File: src/rtl/alu_issue_stage_if.sv
// Operand/handshake bundle between decode, the ID->EX issue register and the ALU.
// illegal_op exists only when ALU_ILLEGAL_OP_TRAP_EN is defined.
interface alu_issue_stage_if #(
    parameter int DATA_WIDTH    = 32,
    parameter int OPCODE_LENGTH = 4
);
    logic                     in_valid;
    logic                     in_ready;
    logic [1:0]               alu_op;
    logic [2:0]               funct3;
    logic                     funct7_5;
    logic                     alu_src;
    logic [DATA_WIDTH-1:0]    rs1_data;
    logic [DATA_WIDTH-1:0]    rs2_data;
    logic [DATA_WIDTH-1:0]    imm;
    logic                     flush;
    logic                     out_valid;
    logic                     out_ready;
    logic [DATA_WIDTH-1:0]    SrcA;
    logic [DATA_WIDTH-1:0]    SrcB;
    logic [OPCODE_LENGTH-1:0] Operation;
`ifdef ALU_ILLEGAL_OP_TRAP_EN
    logic                     illegal_op;
`endif

    // Decode/EX side: drives the instruction fields and consumes the issued operands.
    modport master (
        output in_valid, alu_op, funct3, funct7_5, alu_src,
               rs1_data, rs2_data, imm, flush, out_ready,
        input  in_ready, out_valid, SrcA, SrcB, Operation
`ifdef ALU_ILLEGAL_OP_TRAP_EN
        , input illegal_op
`endif
    );

    // Issue register side.
    modport slave (
        input  in_valid, alu_op, funct3, funct7_5, alu_src,
               rs1_data, rs2_data, imm, flush, out_ready,
        output in_ready, out_valid, SrcA, SrcB, Operation
`ifdef ALU_ILLEGAL_OP_TRAP_EN
        , output illegal_op
`endif
    );
endinterface

File: src/rtl/alu_issue_stage.sv
// ID->EX issue register: decodes ALUOp/funct3/funct7 into the ALU Operation code and registers
// SrcA/SrcB behind a one-entry valid/ready stage. Optional ALU_ILLEGAL_OP_TRAP_EN adds illegal_op.
module alu_issue_stage #(
    parameter int DATA_WIDTH    = 32,
    parameter int OPCODE_LENGTH = 4
) (
    input  logic              clk,
    input  logic              reset,
    alu_issue_stage_if.slave  bus
);
    localparam logic [3:0] OP_AND  = 4'b0000;
    localparam logic [3:0] OP_OR   = 4'b0001;
    localparam logic [3:0] OP_ADD  = 4'b0010;
    localparam logic [3:0] OP_SLTI = 4'b0011;
    localparam logic [3:0] OP_SRA  = 4'b0100;
    localparam logic [3:0] OP_XOR  = 4'b0101;
    localparam logic [3:0] OP_SUB  = 4'b0110;
    localparam logic [3:0] OP_SLT  = 4'b0111;
    localparam logic [3:0] OP_BEQ  = 4'b1000;
    localparam logic [3:0] OP_SLL  = 4'b1001;
    localparam logic [3:0] OP_BLT  = 4'b1010;
    localparam logic [3:0] OP_BGE  = 4'b1011;
    localparam logic [3:0] OP_ADDI = 4'b1100;
    localparam logic [3:0] OP_SRL  = 4'b1101;
    localparam logic [3:0] OP_BNE  = 4'b1110;

    logic [3:0]               dec_op;
    logic                     dec_illegal;
    logic                     dec_imm_shift;
    logic                     capture;
    logic                     valid_q, valid_d;
    logic [DATA_WIDTH-1:0]    src_a_q, src_a_d;
    logic [DATA_WIDTH-1:0]    src_b_q, src_b_d;
    logic [DATA_WIDTH-1:0]    src_b_sel;
    logic [OPCODE_LENGTH-1:0] op_q, op_d;
    logic                     illegal_q, illegal_d;

    always_comb begin
        dec_op        = OP_AND;
        dec_illegal   = 1'b0;
        dec_imm_shift = 1'b0;
        case (bus.alu_op)
            2'b00: dec_op = OP_ADD;
            2'b01: begin
                case (bus.funct3)
                    3'b000:  dec_op = OP_BEQ;
                    3'b001:  dec_op = OP_BNE;
                    3'b100:  dec_op = OP_BLT;
                    3'b101:  dec_op = OP_BGE;
                    default: dec_illegal = 1'b1;
                endcase
            end
            2'b10: begin
                case (bus.funct3)
                    3'b000:  dec_op = bus.funct7_5 ? OP_SUB : OP_ADD;
                    3'b001:  dec_op = OP_SLL;
                    3'b010:  dec_op = OP_SLT;
                    3'b100:  dec_op = OP_XOR;
                    3'b101:  dec_op = bus.funct7_5 ? OP_SRA : OP_SRL;
                    3'b110:  dec_op = OP_OR;
                    3'b111:  dec_op = OP_AND;
                    default: dec_illegal = 1'b1;
                endcase
            end
            default: begin
                case (bus.funct3)
                    3'b000:  dec_op = OP_ADDI;
                    3'b001: begin
                        dec_op        = OP_SLL;
                        dec_imm_shift = 1'b1;
                    end
                    3'b010:  dec_op = OP_SLTI;
                    3'b100:  dec_op = OP_XOR;
                    3'b101: begin
                        dec_op        = bus.funct7_5 ? OP_SRA : OP_SRL;
                        dec_imm_shift = 1'b1;
                    end
                    3'b110:  dec_op = OP_OR;
                    3'b111:  dec_op = OP_AND;
                    default: dec_illegal = 1'b1;
                endcase
            end
        endcase
    end

    // Immediate shifts only carry a 5-bit shamt; imm[10] is the SRAI flag and must not leak into SrcB.
    assign src_b_sel = bus.alu_src ? bus.imm : bus.rs2_data;

    always_comb begin
        src_a_d   = bus.rs1_data;
        src_b_d   = src_b_sel;
        if (dec_imm_shift) begin
            src_b_d = {{(DATA_WIDTH-5){1'b0}}, src_b_sel[4:0]};
        end
        op_d      = OPCODE_LENGTH'(dec_op);
        illegal_d = dec_illegal;
    end

    assign bus.in_ready = !valid_q || bus.out_ready;
    assign capture      = bus.in_valid && bus.in_ready && !bus.flush;

    always_comb begin
        valid_d = valid_q;
        if (bus.flush) begin
            valid_d = 1'b0;
        end else if (capture) begin
            valid_d = 1'b1;
        end else if (valid_q && bus.out_ready) begin
            valid_d = 1'b0;
        end
    end

    // Data registers only load on capture, so a drained or flushed stage keeps showing its last operands.
    always_ff @(posedge clk or negedge reset) begin
        if (!reset) begin
            valid_q   <= 1'b0;
            src_a_q   <= '0;
            src_b_q   <= '0;
            op_q      <= '0;
            illegal_q <= 1'b0;
        end else begin
            valid_q <= valid_d;
            if (capture) begin
                src_a_q   <= src_a_d;
                src_b_q   <= src_b_d;
                op_q      <= op_d;
                illegal_q <= illegal_d;
            end
        end
    end

    assign bus.out_valid = valid_q;
    assign bus.SrcA      = src_a_q;
    assign bus.SrcB      = src_b_q;
    assign bus.Operation = op_q;

`ifdef ALU_ILLEGAL_OP_TRAP_EN
    assign bus.illegal_op = illegal_q;
`else
    logic unused_illegal;
    assign unused_illegal = illegal_q;
`endif
endmodule

File: src/flat_wrapper.sv
// flat-port wrapper written by rule: the top's interface ports become plain ports
module alu_issue_stage_flat 
#(
    parameter int DATA_WIDTH    = 32,
    parameter int OPCODE_LENGTH = 4
)
  (clk, reset, bus_in_valid, bus_alu_op, bus_funct3, bus_funct7_5, bus_alu_src, bus_rs1_data, bus_rs2_data, bus_imm, bus_flush, bus_out_ready, bus_in_ready, bus_out_valid, bus_SrcA, bus_SrcB, bus_Operation);
  alu_issue_stage_if #(.DATA_WIDTH(DATA_WIDTH), .OPCODE_LENGTH(OPCODE_LENGTH)) bus_i ();
  input  logic clk;
  input  logic reset;
  input wire logic [$bits(bus_i.in_valid)-1:0] bus_in_valid;
  input wire logic [$bits(bus_i.alu_op)-1:0] bus_alu_op;
  input wire logic [$bits(bus_i.funct3)-1:0] bus_funct3;
  input wire logic [$bits(bus_i.funct7_5)-1:0] bus_funct7_5;
  input wire logic [$bits(bus_i.alu_src)-1:0] bus_alu_src;
  input wire logic [$bits(bus_i.rs1_data)-1:0] bus_rs1_data;
  input wire logic [$bits(bus_i.rs2_data)-1:0] bus_rs2_data;
  input wire logic [$bits(bus_i.imm)-1:0] bus_imm;
  input wire logic [$bits(bus_i.flush)-1:0] bus_flush;
  input wire logic [$bits(bus_i.out_ready)-1:0] bus_out_ready;
  output wire logic [$bits(bus_i.in_ready)-1:0] bus_in_ready;
  output wire logic [$bits(bus_i.out_valid)-1:0] bus_out_valid;
  output wire logic [$bits(bus_i.SrcA)-1:0] bus_SrcA;
  output wire logic [$bits(bus_i.SrcB)-1:0] bus_SrcB;
  output wire logic [$bits(bus_i.Operation)-1:0] bus_Operation;
  assign bus_i.in_valid = bus_in_valid;
  assign bus_i.alu_op = bus_alu_op;
  assign bus_i.funct3 = bus_funct3;
  assign bus_i.funct7_5 = bus_funct7_5;
  assign bus_i.alu_src = bus_alu_src;
  assign bus_i.rs1_data = bus_rs1_data;
  assign bus_i.rs2_data = bus_rs2_data;
  assign bus_i.imm = bus_imm;
  assign bus_i.flush = bus_flush;
  assign bus_i.out_ready = bus_out_ready;
  assign bus_in_ready = bus_i.in_ready;
  assign bus_out_valid = bus_i.out_valid;
  assign bus_SrcA = bus_i.SrcA;
  assign bus_SrcB = bus_i.SrcB;
  assign bus_Operation = bus_i.Operation;
  alu_issue_stage #(.DATA_WIDTH(DATA_WIDTH), .OPCODE_LENGTH(OPCODE_LENGTH)) u_core (.clk(clk), .reset(reset), .bus(bus_i));
endmodule
File: config.mk
export PLATFORM = sky130hd
export DESIGN_NAME = alu_issue_stage_flat
export DESIGN_NICKNAME = d
export VERILOG_FILES = /design/src/rtl/alu_issue_stage_if.sv /design/src/rtl/alu_issue_stage.sv /design/src/flat_wrapper.sv
export SDC_FILE = /design/constraint.sdc
export NUM_CORES = 1
export LEC_CHECK = 0
export BUFFER_PORTS_ARGS = -buffer_cell sky130_fd_sc_hd__buf_4
export CAP_MARGIN = 30
export CORE_UTILIZATION = 48
export CTS_CLUSTER_SIZE = 25
export DETAILED_ROUTE_END_ITERATION = 10
export PLACE_DENSITY = 0.95
export SYNTH_ARGS = -nofsm -noshare
export SYNTH_HDL_FRONTEND = slang
export SYNTH_SLANG_ARGS = --single-unit
File: constraint.sdc
create_clock -name clk -period 4.1 [get_ports clk]
set_clock_uncertainty 0.2 [all_clocks]
set_input_delay 0.41 -clock clk [delete_from_list [all_inputs] [get_ports clk]]
set_output_delay 0.41 -clock clk [all_outputs]
set_load 0.02 [all_outputs]
==> impl_results.md, run 1 <==
- Status: finished with violations
- Failing checks: negative hold slack
- Post-CTS setup buffers: 0
- # setup viols final: 0
- Post-CTS Resized: 0
- Mapped Nets: 362
- Die ar.: 6910 µm²
- Final Hold Fails: 4
- Mean area per synthesized cell: 12.4 µm²
- Placer Congestion: 0.762
- Syn. warnings: 0
- Max Buffers Root-to-Sink: 2
- Fmax: 449 MHz
- Worst vdd ir: 0.000240 V
- Depth of the CTS H-tree: 3
- Slew HR: 40.3%
- Final hold slack: -0.00531 ns
- Crit-path slowest cell: nor2_4
- Leakage: 2.29 nW
- Distinct cells, synth: 33
- N_diodes: 0
- Die height: 83.1 µm
- Die width: 83.1 µm
- Initial antenna violation count: 0
- Tot GR Track Use: 25.1%
- Post-Synthesis Cells: 254
- Largest net degree at the start of global routing: 70
- Comb power frac: 31.4%
- PortBufs: 177
- Count leader, synth: dfrtp_1
- Area occupied by multi-input gates: 1290 µm²
- FF-to-FF Start: u_core.bus.out_valid
- Worst-path maximum fanout: 37
- Ports: 178
- Reg2Reg Depth: 4
- Sw power: 0.000600 W
- Synth top cells by count: 69 x dfrtp_1, 35 x o21ai_0, 32 x mux2_1, 32 x mux2i_1, 28 x o31ai_1
- Layout cells sized above 1: 47.2%
- Pre-Repair DR Iteration Count: 5
- Sw frac: 31.4%
- R2R Setup Slk: 1.87 ns
- Core Box Area: 6350 µm²
- Worst Setup End Kind: flip-flop
- Hold crit path type: in -> async
- Initial DRC Count: 96
- Biggest area consumer among synthesized cells: dfrtp_1
- Slew Limit Fails: 0
- P_int: 0.00131 W
- DR vias: 2736
- Worst-Skew Late Latency: 0.32 ns
- Crit path DAT: 2.23 ns
- Register bit total from synthesis: 69
- RSZ-0062 raised after global routing: no
- PwrDens: 411 nW/µm²
- Final Power: 0.00191 W
- Drt drc: 0
- WL/cell: 16.7 µm
- Nets@finish: 530
- Final core utilization: 73.2%
- Row count: 29
- Clock sink total: 69
- Remaining antenna violation count: 0
- Max-cap check violation count: 0
- Synth top area cells: dfrtp_1 55%, mux2_1 11%, mux2i_1 10%
- Post-synth EDFFs: 0
- Setup_tns: 0 ns
- Seq pwr share: 44.6%
- Vias per cell: 5.44
- Post-Synthesis Cell Area: 3160 µm²
- Fill cells: 443
- Synth top area share: 54.7%
- Slew @ Worst Pin: 0.893 ns
- Ys async rst share: 100%
- Kind of critical path: reg -> reg
- Clock share of power: 24.0%
- TritonCTS Buffers: 9
- Final period util: 54.3%
- Post-DP HPWL: 6130 µm
- Starting Density: 49.7%
- FF+latch area: 1730 µm²
- Top_reg_cell synth: dfrtp_1
- Sequential share of the synthesized area: 54.7%
- Drt total wl: 8420 µm
- Clock transition at path regs: 0.07 ns
- Critical path cell sequence: nor2b_2 -> buf_4 -> nor2_4 -> mux2_1
- Grt total ovfl: 0
- Required time worst endpoint: 4.10 ns
- Crit path launch type: flip-flop
- CTS tree: done
- Crit path capture: u_core.bus.SrcA[25]
- Area Overhead vs Synth: 47.3%
- R2R Path End: u_core.bus.SrcA[25]
- Min Tclk post-route: 2.23 ns
- First-pass GRT wire length: 13600 µm
- CTS Hold Bufs: 0
- Root buf cell: clkbuf_8
- CP max stage delay: 0.74 ns
- Crit path from: u_core.bus.out_valid
- Vias in the first global route: 2821
[worst max-delay path: cells and delay by family (launching register included)]
family | cells | cell delay (ns)
AND/OR/NAND/NOR | 2 | 0.89
flip-flops | 1 | 0.37
buffers and inverters | 1 | 0.24
multiplexers | 1 | 0.39
[how the worst min path moves through the flow]
stage	cells after the start	startpoint	slack (ns)	to
floorplan	0	reset	-0.09	u_core.bus.Operation[0]
global placement	1	u_core.bus.SrcA[11]	0.27	u_core.bus.SrcA[11]
detailed placement	1	u_core.bus.SrcA[19]	0.28	u_core.bus.SrcA[19]
CTS	1	reset	0.02	u_core.bus.SrcB[21]
global route	1	reset	0.05	u_core.bus.SrcB[31]
finish	1	reset	-0.005	u_core.bus.SrcB[31]
[state kept, by name, indices dropped and copies added, names as in the netlist]
signal / cells
u_core.bus.out_valid: 1
u_core.bus.SrcB: 32
u_core.bus.Operation: 4
u_core.bus.SrcA: 32
[power by group through the flow]
stage          clock network [W]  logic [W]  registers (W)
6_report                0.000459   0.000600       0.000852
4_1_cts                 0.000471   0.000604       0.000852
2_1_floorplan                  0   0.000152       0.000996
5_1_grt                 0.000499   0.000638       0.000866
3_5_place_dp                   0   0.000603       0.000864
3_3_place_gp                   0   0.000582       0.000857
[cell usage in the layout (no fill, tap or decap), types with 3 or more instances in the layout]
cell type  count
clkinv_2       3
o21ai_1        6
mux2i_1       32
o31ai_1       28
dfrtp_1       69
mux2_1        32
o21ai_0       35
buf_4        179
clkbuf_8      10
clkbuf_1       3
[kinds of logic (layout without fill, tap and decap cells)]
group | Yosys count | after routing | synth area share [%]
AO/OA/AOI/OAI | 78 | 78 | 15.3
XOR/XNOR | 1 | 1 | 0.277
buffers and inverters | 25 | 197 | 4.52
flip-flops | 69 | 69 | 54.7
multiplexers | 64 | 64 | 21.6
AND/OR/NAND/NOR | 17 | 17 | 3.69
[cell type report]
type / count / share of cell area (%)
Inverter: 2 / 0.188
Clock inverter: 2 / 0.215
Timing Repair Buffer: 180 / 29.4
Sequential cell: 69 / 37.1
Clock buffer: 13 / 3.20
Tap cell: 77 / 2.07
Multi-Input combinational cell: 160 / 27.8
[per-stage QoR]
| step | cells | cell area [µm²] | worst slack (ns) |
|---|---|---|---|
| 2_1_floorplan | 254 | 3160 | 2.38 |
| 3_3_place_gp | 487 | 4470 | 1.79 |
| 3_5_place_dp | 487 | 4470 | 1.74 |
| 4_1_cts | 502 | 4630 | 1.84 |
| 5_1_grt | 503 | 4650 | 1.74 |
| 6_report | 503 | 4650 | 1.87 |
[per-layer routing]
metal | wire length (µm) | global-route usage (%) | share of wire, %
met3 | 408 | 4.87 | 4.8
met4 | 240 | 12.2 | 2.8
met2 | 4590 | 44.9 | 55
met5 | 0 | 0 | 0
met1 | 3180 | 28.6 | 38
No activity file was read; power rests on OpenSTA's default activity.
==> run 2: changes to the inputs <==
- ABC_AREA: default -> 1
- CORE_UTILIZATION: 48 -> 40
- PLACE_DENSITY: 0.95 -> 0.87
- clock period: 4.1 -> 1.8 ns (I/O delays scaled with it)
==> impl_results.md, run 2 <==
- Status: finished clean (was finished with violations)
- Hold crit path type: in -> reg (was in -> async)
- Vias per cell: 4.81 (was 5.44)
- PwrDens: 857 nW/µm² (was 411 nW/µm²)
- Ports: 178 (unchanged)
- Area Overhead vs Synth: 83.5% (was 47.3%)
- Synth top cells by count: 269 x nand2_1, 69 x dfrtp_1, 23 x nor2_1 (was 69 x dfrtp_1, 35 x o21ai_0, 32 x mux2_1, 32 x mux2i_1, 28 x o31ai_1)
- Nets@finish: 811 (was 530)
- Leakage: 3.28 nW (was 2.29 nW)
- Fmax: 571 MHz
- WHS Endpoint: u_core.bus.SrcB[2]
- Hold Path Stages: 3
- Area after DPL: 4620 µm² (was 4470 µm²)
- Post-synthesis mux area share: 0% (was 21.6%)
- Vias in the first global route: 3910 (was 2821)
- Max Buffers Root-to-Sink: 2 (unchanged)
- Distinct cells, synth: 19 (was 33)
- Drt drc: 0 (unchanged)
- Max-cap check violation count: 0 (unchanged)
- Slew Limit Fails: 0 (unchanged)
- Initial antenna violation count: 0 (unchanged)
- Root buf cell: clkbuf_8 (unchanged)
- Synth top area cells: dfrtp_1 54%, nand2_1 31%, nor2_1 2.7% (was dfrtp_1 55%, mux2_1 11%, mux2i_1 10%)
- Initial DRC Count: 215 (was 96)
- Kind of critical path: in -> reg (was reg -> reg)
- Post-synth EDFFs: 0 (unchanged)
- Hold path start: bus_imm[2]
- DR vias: 3895 (was 2736)
- Required time worst endpoint: 1.86 ns (was 4.10 ns)
- Clock sink total: 69 (unchanged)
- Grt total ovfl: 0 (unchanged)
- Most frequent cells in the layout: 269 x nand2_1, 185 x buf_4, 102 x dlygate4sd3_1, 69 x dfrtp_1, 23 x nor2_1 (was 179 x buf_4, 69 x dfrtp_1, 35 x o21ai_0, 32 x mux2i_1, 32 x mux2_1)
- FF-to-FF Start: u_core.bus.out_valid (unchanged)
- Post-CTS setup buffers: 0 (unchanged)
- Mean area per synthesized cell: 7.58 µm² (was 12.4 µm²)
- # setup viols final: 0 (unchanged)
- TritonCTS Buffers: 9 (unchanged)
- Post-DP HPWL: 6740 µm (was 6130 µm)
- Worst-Skew Late Latency: 0.33 ns (was 0.32 ns)
- Slew HR: 68.6% (was 40.3%)
- Count leader, synth: nand2_1 (was dfrtp_1)
- Worst Setup End Kind: flip-flop (unchanged)
- Synth Area in Simple Gates: 39.1% (was 3.68%)
- Worst-path maximum fanout: 9 (was 37)
- Die width: 91.7 µm (was 83.1 µm)
- Ys async rst share: 100% (unchanged)
- Crit path DAT: 1.81 ns (was 2.23 ns)
- Post-synthesis xor/xnor area fraction: 0% (was 0.277%)
- PortBufs: 177 (unchanged)
- Starting Density: 41.4% (was 49.7%)
- Clock transition at path regs: 0.07 ns (about the same)
- Sequential share of the synthesized area: 53.7% (was 54.7%)
- Top_reg_cell synth: dfrtp_1 (unchanged)
- Final Hold Fails: 0 (was 4)
- Core Box Area: 7770 µm² (was 6350 µm²)
- Layout cells sized above 1: 31.5% (was 47.2%)
- Reg2Reg Depth: 5 (was 4)
- Worst vdd ir: 0.000533 V (was 0.000240 V)
- First-pass GRT wire length: 18200 µm (was 13600 µm)
- Final period util: 97.2%
- Min Tclk post-route: 1.75 ns
- Biggest area consumer among synthesized cells: dfrtp_1 (unchanged)
- Post-route design area: 5900 µm² (was 4650 µm²)
- Tot GR Track Use: 28.1% (was 25.1%)
- Die height: 91.7 µm (was 83.1 µm)
- Synth top area share: 53.7% (was 54.7%)
- Drt total wl: 11700 µm (was 8420 µm)
- Remaining antenna violation count: 0 (unchanged)
- Adder-Cell Fraction of Synth Area: 0% (unchanged)
- WL/cell: 14.4 µm (was 16.7 µm)
- Final Power: 0.00506 W (was 0.00191 W)
- Post-Synthesis Cells: 424 (was 254)
- Placer Congestion: 0.815 (was 0.762)
- Row count: 32 (was 29)
- Commonest non-fill, non-tap cell in the layout: nand2_1 (was buf_4)
- Slew @ Worst Pin: 0.471 ns (was 0.893 ns)
- Depth of the CTS H-tree: 3 (unchanged)
- N_diodes: 0 (unchanged)
- Synth Area in Compound Gates: 1.79% (was 15.3%)
- Mapped Nets: 532 (was 362)
- Die ar.: 8400 µm² (was 6910 µm²)
- CTS tree: done (unchanged)
- Syn. warnings: 0 (unchanged)
- Largest net degree at the start of global routing: 36 (was 70)
- Crit path launch type: primary input (was flip-flop)
- R2R Path End: u_core.bus.SrcA[29] (was u_core.bus.SrcA[25])
- Post-Synthesis Cell Area: 3220 µm² (was 3160 µm²)
- Register bit total from synthesis: 69 (unchanged)
- R2R Setup Slk: 0.19 ns (was 1.87 ns)
- Pre-Repair DR Iteration Count: 4 (was 5)
- Largest family of logic cells by synthesized area: simple AND/OR/NAND/NOR gates (was multiplexers)
==> run 2: worst max-delay path, stage by stage <==
cell and delay [ns]:
dlygate4sd3_1 0.57, buf_6 0.15, inv_8 0.07, nand2_1 0.05
nand2_1 0.05, nand3_1 0.06, dlygate4sd3_1 0.55, a21oi_1 0.13
==> run 2: power by group <==
part | total, W | leakage [nW] | internal (W) | switching [W]
logic | 0.00157 | 2.30 | 0.000765 | 0.000809
registers | 0.00193 | 0.859 | 0.00178 | 0.000146
clock network | 0.00155 | 0.127 | 0.000959 | 0.000593
==> run 2: how the worst max path moves through the flow <==
| stage | to | start | cells past startpoint | slack, ns |
|---|---|---|---|---|
| floorplan | u_core.bus.Operation[1] | u_core.bus.out_valid | 6 | 0.33 |
| global placement | u_core.bus.Operation[1] | u_core.bus.out_valid | 5 | 0.35 |
| detailed placement | u_core.bus.SrcA[15] | u_core.bus.out_valid | 5 | 0.27 |
| CTS | u_core.bus.Operation[0] | bus_funct3[1] | 8 | 0.008 |
| global route | u_core.bus.Operation[0] | bus_funct3[1] | 8 | -0.02 |
| finish | u_core.bus.Operation[0] | bus_funct3[1] | 8 | 0.05 |
==> run 2: logic make-up (layout without fill, tap and decap cells) <==
logic type	Yosys count	after routing
simple gates	316	316
flops	69	69
buf+inv	30	314
compound gates	9	9
==> run 2: through the flow <==
| step | hold WS, ns | instances | setup WS (ns) | utilization, % | setup TNS, ns |
|---|---|---|---|---|---|
| 2_1_floorplan | -0.316 | 424 | 0.329 | - | 0 |
| 3_3_place_gp | -0.0345 | 692 | 0.348 | 59.5 | 0 |
| 3_5_place_dp | -0.0356 | 692 | 0.270 | 59.5 | 0 |
| 4_1_cts | 0.00125 | 810 | 0.00760 | 75.8 | 0 |
| 5_1_grt | 0.0227 | 810 | -0.0155 | 76.0 | -0.0155 |
| 6_report | 0.0137 | 810 | 0.0495 | 76.0 | 0 |
==> run 2: timing repair <==
item                                    in CTS  in global routing
resized for setup                            0                  5
hold buffers                               102                  0
endpoints found under the setup margin       0                  7
hold endpoints to repair                   134                  0
==> run 2: area by class of cell <==
cell class              instances  area, µm²
clock buffers                  10        138
clock inverters                 6        109
fillers                       509       1870
inverters                       9       42.5
multi-input cells             325       1320
flip-flops and latches         69       1730
well taps                     102        128
repair buffers                289       2440
==> run 2: per-layer routing <==
layer	wire [µm]	part of all wire, %	track usage [%]	up-vias
met5	0	0	0	-
met4	249	2.1	11.0	0
met3	924	7.9	5.89	24
met2	6140	53	51.9	220
met1	4360	37	31.2	1814
li1	-	-	-	1837
==> run 3: changes to the inputs <==
- ABC_AREA: 1 -> default
- PLACE_DENSITY: 0.87 -> 0.88
- SLEW_MARGIN: default -> 20
==> impl_results.md, run 3 (synthesis gave the netlist of run 1 again) <==
- Status: finished clean (unchanged)
- Die width: 90.9 µm (was 91.7 µm)
- Max Buffers Root-to-Sink: 2 (unchanged)
- Tot GR Track Use: 24.7% (was 28.1%)
- Die ar.: 8250 µm² (was 8400 µm²)
- Slew @ Worst Pin: 0.372 ns (was 0.471 ns)
- Die height: 90.9 µm (was 91.7 µm)
- Required time worst endpoint: 1.80 ns (was 1.86 ns)
- Core Box Area: 7690 µm² (was 7770 µm²)
- Post-DP HPWL: 6310 µm (was 6740 µm)
- Worst vdd ir: 0.000475 V (was 0.000533 V)
- Fin cells: 609 (was 810)
- Layout cells sized above 1: 41.0% (was 31.5%)
- Placed Cells incl. Taps: 520 (was 692)
- TritonCTS Buffers: 9 (unchanged)
- First-pass GRT wire length: 16000 µm (was 18200 µm)
- FF+latch area: 1730 µm² (unchanged)
- DP Worst Slack: 0.200 ns (was 0.270 ns)
- Hold crit path type: in -> reg (unchanged)
- Nets@finish: 612 (was 811)
- Final Hold Fails: 0 (unchanged)
- FF-to-FF Start: u_core.bus.out_valid (unchanged)
- Area Overhead vs Synth: 75.0% (was 83.5%)
- CTS Hold Bufs: 75 (was 102)
- Fmax: 568 MHz (was 571 MHz)
- Initial DRC Count: 105 (was 215)
- RSZ-0062 raised after global routing: no
- Post-route setup slack: 0.0389 ns (was 0.0495 ns)
- PortBufs: 177 (unchanged)
- Ports: 178 (unchanged)
- Crit path from: bus_flush (was bus_funct3[1])
- Drt total wl: 10100 µm (was 11700 µm)
- Clock transition at path regs: 0.07 ns (about the same)
- Largest net degree at the start of global routing: 44 (was 36)
- Clock sink total: 69 (unchanged)
- DR vias: 3074 (was 3895)
- Remaining antenna violation count: 0 (unchanged)
- Worst Setup End Kind: flip-flop (unchanged)
- Final hold slack: 0.00650 ns (was 0.0137 ns)
- Row count: 32 (unchanged)
- Crit path DAT: 1.76 ns (was 1.81 ns)
- Pre-Repair DR Iteration Count: 4 (unchanged)
- Starting Density: 41.1% (was 41.4%)
- Root buf cell: clkbuf_8 (unchanged)
- Final period util: 97.8% (was 97.2%)
- Worst-Skew Late Latency: 0.33 ns (about the same)
- # setup viols final: 0 (unchanged)
- Slew Limit Fails: 0 (unchanged)
- WL/cell: 16.6 µm (was 14.4 µm)
- Most frequent cells in the layout: 184 x buf_4, 75 x dlygate4sd3_1, 69 x dfrtp_1, 35 x o21ai_0 (was 269 x nand2_1, 185 x buf_4, 102 x dlygate4sd3_1, 69 x dfrtp_1, 23 x nor2_1)
- Max-cap check violation count: 0 (unchanged)
- Post-CTS Resized: 0 (unchanged)
- Vias per cell: 5.05 (was 4.81)
- Fill cells: 530 (was 509)
- Depth of the CTS H-tree: 3 (unchanged)
- Leakage: 2.65 nW (was 3.28 nW)
- Grt total ovfl: 0 (unchanged)
- Area occupied by multi-input gates: 1290 µm² (was 1320 µm²)
- Vias in the first global route: 3338 (was 3910)
- Setup_tns: 0 ns (unchanged)
- Slew HR: 75.2% (was 68.6%)
- Min Tclk post-route: 1.76 ns (was 1.75 ns)
- Worst-path maximum fanout: 33 (was 9)
- Initial antenna violation count: 0 (unchanged)
- Drt drc: 0 (unchanged)
- Commonest non-fill, non-tap cell in the layout: buf_4 (was nand2_1)
- Hold path start: bus_rs2_data[16] (was bus_imm[2])
- Crit path launch type: primary input (unchanged)
- Placer Congestion: 0.802 (was 0.815)
- CTS tree: done (unchanged)
- Post-CTS setup buffers: 0 (unchanged)
- PwrDens: 848 nW/µm² (was 857 nW/µm²)
- Kind of critical path: in -> reg (unchanged)
- N_diodes: 0 (unchanged)
-- run 3: changes by cell type in the layout (fill, tap and decap cells not counted), moves of 5 or more --
| cell | delta |
|---|---|
| o21ai_0 | +35 |
| mux2i_1 | +32 |
| inv_1 | -5 |
| mux2_1 | +32 |
| o21ai_1 | +6 |
| dlygate4sd3_1 | -27 |
| nor2_1 | -21 |
| nand2_1 | -267 |
| o31ai_1 | +23 |
| nand3_1 | -7 |
| nand2_2 | -10 |
-- run 3: report_power, final --
group	internal, W	switching (W)
clock	0.000662	0.000533
combinational	0.000786	0.000763
sequential	0.00180	0.000137
-- run 3: final cells by class --
type	count	area share (%)
Inverter	2	0.158
Timing Repair Buffer	262	39.7
Multi-Input combinational cell	160	23.4
Sequential cell	69	31.2
Clock buffer	12	2.63
Clock inverter	2	0.634
Tap cell	102	2.31
-- run 3: worst paths after layout --
| kind | end | slack (ns) | depth (start not counted) |
|---|---|---|---|
| setup / recovery | u_core.bus.SrcA[7] | 0.04 | 6 |
| hold / removal | u_core.bus.SrcB[16] | 0.006 | 3 |
| setup reg to reg | u_core.bus.SrcA[7] | 0.17 | 4 |
| hold reg to reg | u_core.bus.SrcA[3] | 0.29 | 1 |
| max in group asynchronous | u_core.bus.SrcB[5] | 0.72 | 3 |
| min in group asynchronous | u_core.bus.SrcA[29] | 0.12 | 2 |
-- run 3: per-stage QoR --
step | power, W | instance area, µm² | utilization (%)
after CTS | 0.00470 | 5530 | 71.9
after global placement | 0.00331 | 4600 | 59.8
after floorplan | 0.00262 | 3160 | -
after global routing | 0.00491 | 5530 | 71.9
after detailed placement | 0.00336 | 4600 | 59.8
final | 0.00469 | 5530 | 71.9
-- run 3: worst max-delay path, stage by stage --
cell           delay [ns]
dlygate4sd3_1        0.54
buf_4                0.14
nand2b_1             0.18
nor2_4               0.12
buf_12               0.22
mux2_1               0.36
-- run 3: per-layer routing --
layer | vias up | global-route usage, % | share of wire [%]
met2 | 122 | 47.2 | 57
met1 | 1493 | 25.9 | 35
met3 | 25 | 4.12 | 4.9
met5 | - | 0 | 0
li1 | 1434 | - | -
met4 | 0 | 12.2 | 2.9
